**src/rtl/hpdcache_core_req_arbiter.sv**
```systemverilog
// hpdcache_core_req_arbiter: round-robin arbiter for the HPDcache core request port with sid-based response routing.
// Optional output register stage enabled by defining HPDCACHE_CORE_ARB_OUT_REG_EN.
package hpdcache_core_arb_pkg;
  localparam int HPDCACHE_REQ_SRC_ID_WIDTH = 3;
  typedef struct packed {
    logic [31:0] addr;
    logic [31:0] wdata;
    logic [3:0]  op;
    logic [2:0]  size;
    logic [HPDCACHE_REQ_SRC_ID_WIDTH-1:0] sid;
    logic [5:0]  tid;
    logic        need_rsp;
  } hpdcache_req_t;
  typedef struct packed {
    logic [31:0] rdata;
    logic [HPDCACHE_REQ_SRC_ID_WIDTH-1:0] sid;
    logic [5:0]  tid;
    logic        error;
  } hpdcache_rsp_t;
endpackage

module hpdcache_core_req_arbiter
  import hpdcache_core_arb_pkg::*;
#(
  parameter int NREQ = 4,
  parameter int MAX_OUTSTANDING = 4
) (
  input  logic            clk_i,
  input  logic            rst_i,
  input  logic [NREQ-1:0] core_req_valid_i,
  output logic [NREQ-1:0] core_req_ready_o,
  input  hpdcache_req_t   core_req_i [NREQ],
  output logic [NREQ-1:0] core_rsp_valid_o,
  output hpdcache_rsp_t   core_rsp_o,
  output logic            dcache_req_valid_o,
  input  logic            dcache_req_ready_i,
  output hpdcache_req_t   dcache_req_o,
  input  logic            dcache_rsp_valid_i,
  input  hpdcache_rsp_t   dcache_rsp_i,
  output logic            err_o
);
  localparam int IW = $clog2(NREQ);
  localparam int CW = $clog2(MAX_OUTSTANDING + 1);
  localparam int SW = HPDCACHE_REQ_SRC_ID_WIDTH;

  logic [IW-1:0]   rr_q, win, scan_idx;
  logic [CW-1:0]   cnt_q [NREQ];
  logic [NREQ-1:0] elig;
  logic            scan_found, found, up_ready, hs, err_q;
  hpdcache_req_t   win_req;

  // A saturated requester may still issue requests that expect no response
  always_comb begin
    for (int i = 0; i < NREQ; i++)
      elig[i] = core_req_valid_i[i] & ((cnt_q[i] < CW'(MAX_OUTSTANDING)) | ~core_req_i[i].need_rsp);
  end

  // Downward scan so the closest eligible index at or after rr_q is written last
  always_comb begin
    scan_idx = rr_q;
    scan_found = 1'b0;
    for (int k = NREQ - 1; k >= 0; k--) begin
      if (elig[IW'((int'(rr_q) + k) % NREQ)]) begin
        scan_idx = IW'((int'(rr_q) + k) % NREQ);
        scan_found = 1'b1;
      end
    end
  end

  always_comb begin
    win_req = core_req_i[win];
    win_req.sid = SW'(win);
  end

  assign hs = found & up_ready;

  always_comb begin
    core_req_ready_o = '0;
    core_req_ready_o[win] = hs;
  end

`ifdef HPDCACHE_CORE_ARB_OUT_REG_EN
  logic          out_full_q;
  hpdcache_req_t out_q;
  assign win = scan_idx;
  assign found = ~rst_i & scan_found;
  assign up_ready = ~out_full_q | dcache_req_ready_i;
  assign dcache_req_valid_o = out_full_q;
  assign dcache_req_o = out_q;
  always_ff @(posedge clk_i) begin
    if (rst_i) out_full_q <= 1'b0;
    else if (hs) out_full_q <= 1'b1;
    else if (dcache_req_ready_i) out_full_q <= 1'b0;
    if (hs) out_q <= win_req;
  end
`else
  logic          lock_q;
  logic [IW-1:0] lock_idx_q;
  assign win = lock_q ? lock_idx_q : scan_idx;
  assign found = ~rst_i & (lock_q ? elig[lock_idx_q] : scan_found);
  assign up_ready = dcache_req_ready_i;
  assign dcache_req_valid_o = found;
  assign dcache_req_o = win_req;
  // Hold the stalled winner so the cache sees a stable request
  always_ff @(posedge clk_i) begin
    if (rst_i) begin
      lock_q <= 1'b0;
      lock_idx_q <= '0;
    end else if (found) begin
      lock_q <= ~hs;
      lock_idx_q <= win;
    end
  end
  a_locked_valid_held: assert property (@(posedge clk_i) disable iff (rst_i) lock_q |-> core_req_valid_i[lock_idx_q]);
`endif

  always_comb begin
    for (int i = 0; i < NREQ; i++)
      core_rsp_valid_o[i] = ~rst_i & dcache_rsp_valid_i & (dcache_rsp_i.sid == SW'(i)) & (cnt_q[i] != '0);
  end

  assign core_rsp_o = dcache_rsp_i;
  assign err_o = err_q;

  always_ff @(posedge clk_i) begin
    if (rst_i) begin
      rr_q <= '0;
      err_q <= 1'b0;
      for (int i = 0; i < NREQ; i++) cnt_q[i] <= '0;
    end else begin
      if (dcache_rsp_valid_i & ~|core_rsp_valid_o) err_q <= 1'b1;
      if (hs) rr_q <= IW'((int'(win) + 1) % NREQ);
      for (int i = 0; i < NREQ; i++)
        cnt_q[i] <= cnt_q[i] + CW'(hs & (win == IW'(i)) & win_req.need_rsp) - CW'(core_rsp_valid_o[i]);
    end
  end
endmodule
```
**config.mk**
```make
export PLATFORM = sky130hd
export DESIGN_NAME = hpdcache_core_req_arbiter
export DESIGN_NICKNAME = d
export VERILOG_FILES = /design/src/rtl/hpdcache_core_req_arbiter.sv
export SDC_FILE = /design/constraint.sdc
export NUM_CORES = 1
export LEC_CHECK = 0
export CAP_MARGIN = 20
export CELL_PAD_IN_SITES_DETAIL_PLACEMENT = 1
export CELL_PAD_IN_SITES_GLOBAL_PLACEMENT = 1
export CORE_AREA = 2 2 196 198
export CTS_CLUSTER_DIAMETER = 40
export DETAILED_ROUTE_END_ITERATION = 16
export DIE_AREA = 0 0 198 200
export PLACE_DENSITY = 0.58
export RECOVER_POWER = 100
export SLEW_MARGIN = 20
export SYNTH_ARGS = -nofsm -noshare
export SYNTH_HDL_FRONTEND = slang
export SYNTH_SLANG_ARGS = --single-unit
export TNS_END_PERCENT = 100
```
**constraint.sdc**
```tcl
create_clock -name clk_i -period 3.68 [get_ports clk_i]
set_input_delay 0.736 -clock clk_i [delete_from_list [all_inputs] [get_ports clk_i]]
set_output_delay 0.736 -clock clk_i [all_outputs]
set_load 0.1 [all_outputs]
```
==> impl_metrics.toml <==
[power]
p_leak_nw = 4.648
power_density_nw_per_um2 = 439.0
ir_worst_vdd_v = 0.0002198

[timing]
max_slew_margin_pct = 22.38
worstMarginPinSlew_ns = 1.169
period_share_pct = 97.45
setup_tns_ns = 0
max_clock_freq_mhz = 278.8
drv_slew = 0
setup_viol = 0
finalHoldViolations = 0
fin_skew_ns = 0.003441
fin_crit_ns = 3.586

[layout]
diodes = 0
layout-drive-gt1-share_pct = 38.35
nFillCells = 4198
area_growth_pct = 168.7
final_common_cell = "clkdlybuf4s50_1"
multi_input_area_sq_um = 4304
layout.nets = 1258
final_cells = 1382
final_cell_mix = "clkdlybuf4s50_1, mux2i_1, buf_12, mux2i_4, buf_4"
seq_area_sq_um = 360.3

[critical_path]
timing.rr.end = "cnt_q[0][2]"
startpoint = "core_req_valid_i[0]"
cp.arrival_ns = 2.85
cp-start-kind = "primary input"
cpPeakStageDelay_ns = 0.32
critPathKind = "primary input to output pin"
worst-endpoint-required_ns = 2.94
cp_slowest_cell = "a32oi_4"
critPathCaptureType = "output pin"
reg2reg_slack_ns = 0.72
crit_end = "dcache_req_o[4]"
cp_cell_sequence = "clkdlybuf4s15_1 > a21bo_4 > nor2_2 > o21ai_1 > a32oi_4 > buf_6 > buf_12 > buf_6 > mux2i_2 > mux2i_4 > buf_12"
worstRegToRegCells = 15
path_max_fanout = 9
rr_startpoint = "cnt_q[0][2]"

[route]
vias = 4971
vias_per_cell = 3.597
drt_drc_violations_left = 0
wl_per_cell_um = 17.66
wl_um = 24410
drt_pass1_iterations = 4
ant_nets = 0
initialDrtViolationCount = 88

[placement]
portBuffers = 415
place_hpwl_um = 20900
placed_cells = 1369
gp_congestion = 0.8040

[floorplanning]
die_h_um = 200
die_x_um = 198
initial_core_util_pct = 11.18
die_area_sq_um = 39600
io_pins = 507
core-area_sq_um = 37400
num_rows = 71

[grt]
grt_max_degree = 15
track_usage_pct = 11.81
grt_pass1_wl_um = 34820
grt_pass1_vias = 5613
grt.overflow.total = 0
antenna_found_initial = 0

[synth]
async_flop_share_pct = 0
synthDistinctLibCells = 42
synth-seq-cells = 18
ys_dominant_reg_cell = "dfxtp_1"
yosysSeqAreaShare_pct = 8.618
synth-edff-count = 0
syn_inst = 433
yosysWarnings = 0
synth_area_sq_um = 4182
avgSynthCellArea_sq_um = 9.657
synth_nets = 819

[cts]
clock-sinks = 18
htreeDepth = 1
clockRootBuffer = "clkbuf_16"
clock_latency_ns = 0.25
cts.clk_slew.worst_paths_ns = 0.06
numCtsBuffers = 3
cts_buffer_depth = 2
cts_tree = "built"

[job]
cap_violations = 0

[status]
status = "finished clean"

[hold_path]
worstHoldPathType = "register to register"
[worst max-delay path: cells and delay by family]
kind	cells	cell delay, ns
AO/OA/AOI/OAI	3	0.68
buffers and inverters	5	0.91
multiplexers	2	0.41
AND/OR/NAND/NOR	1	0.11
[state kept, by name (all words and copies together) (netlist names)]
name,flops
lock_q,1
err_o,1
cnt_q,12
rr_q,2
lock_idx_q,2
[layer usage]
metal,vias up,GRT usage [%],part of all wire [%]
li1,2415,-,-
met1,2323,13.12,38
met2,221,23.38,55
met3,12,2.722,6.8
met4,0,1.309,0.70
met5,-,0,0
[synthesized netlist by cell type, drive strengths merged (4+ instances only)]
cell type  count  area, sq um
fa             4        80.08
inv           18        67.57
xnor2          5        43.79
buf           65        616.8
a21boi         4        41.29
nor2b          6        37.54
nor3           9        60.06
a21oi          6        30.03
ha             8        100.1
clkbuf         6        37.54
mux2i        237         2372
dfxtp         18        360.4
nor2          16        67.56
and2           5        31.28
[logic make-up after synthesis]
family | count (synthesis) | synth area share, %
and+or+nand+nor | 45 | 6.224
adders and majority gates | 12 | 4.309
AOI/OAI and AO/OA | 22 | 4.548
other | 1 | 0.08968
DFF | 18 | 8.618
xor gates and xnor gates | 8 | 1.676
muxes | 238 | 57.27
buffers and inverters | 89 | 17.27
[how the worst min path moves through the flow]
| stage | from | to | slack, ns | cells after the start |
|---|---|---|---|---|
| final | err_o | err_o | 0.48 | 2 |
| after CTS | err_o | err_o | 0.48 | 2 |
| after detailed placement | err_o | err_o | 0.47 | 2 |
| after global placement | err_o | err_o | 0.45 | 2 |
| after global routing | err_o | err_o | 0.55 | 2 |
| after floorplan | lock_idx_q[0] | lock_idx_q[0] | 0.51 | 2 |
[power breakdown]
group / total (mW) / switching, mW / internal (mW)
combinational: 4.46 / 2.56 / 1.91
clock: 0.250 / 0.0845 / 0.166
sequential: 0.219 / 0.0146 / 0.204
[through the flow]
stage | util, % | total power [mW] | setup slack, ns | hold WS (ns) | instance area (sq um)
floorplan | - | 3.169 | -0.2387 | 0.5108 | 5072
CTS | 31.16 | 5.163 | 0.01004 | 0.4848 | 11650
detailed placement | 29.32 | 4.659 | -0.3113 | 0.4688 | 10960
global placement | 29.32 | 4.640 | -0.3050 | 0.4540 | 10960
finish | 30.04 | 4.932 | 0.09375 | 0.4756 | 11240
global route | 30.04 | 5.103 | -0.008895 | 0.5547 | 11240
[layout make-up]
| cell class | instances | area share (%) |
|---|---|---|
| repair buffers | 505 | 51.29 |
| well taps | 511 | 5.690 |
| multi-input cells | 326 | 38.31 |
| flip-flops and latches | 18 | 3.207 |
| clock buffers | 4 | 0.7906 |
| inverters | 18 | 0.7127 |
[repair_timing]
| item | in CTS | in global routing |
|---|---|---|
| cloned | 4 | 0 |
| resized for setup | 102 | 34 |
| hold buffers | 0 | 0 |
| setup endpoints to repair | 81 | 77 |
| setup buffers | 7 | 0 |
| pin swaps | 4 | 5 |
Power figures use the tool's default switching activity.
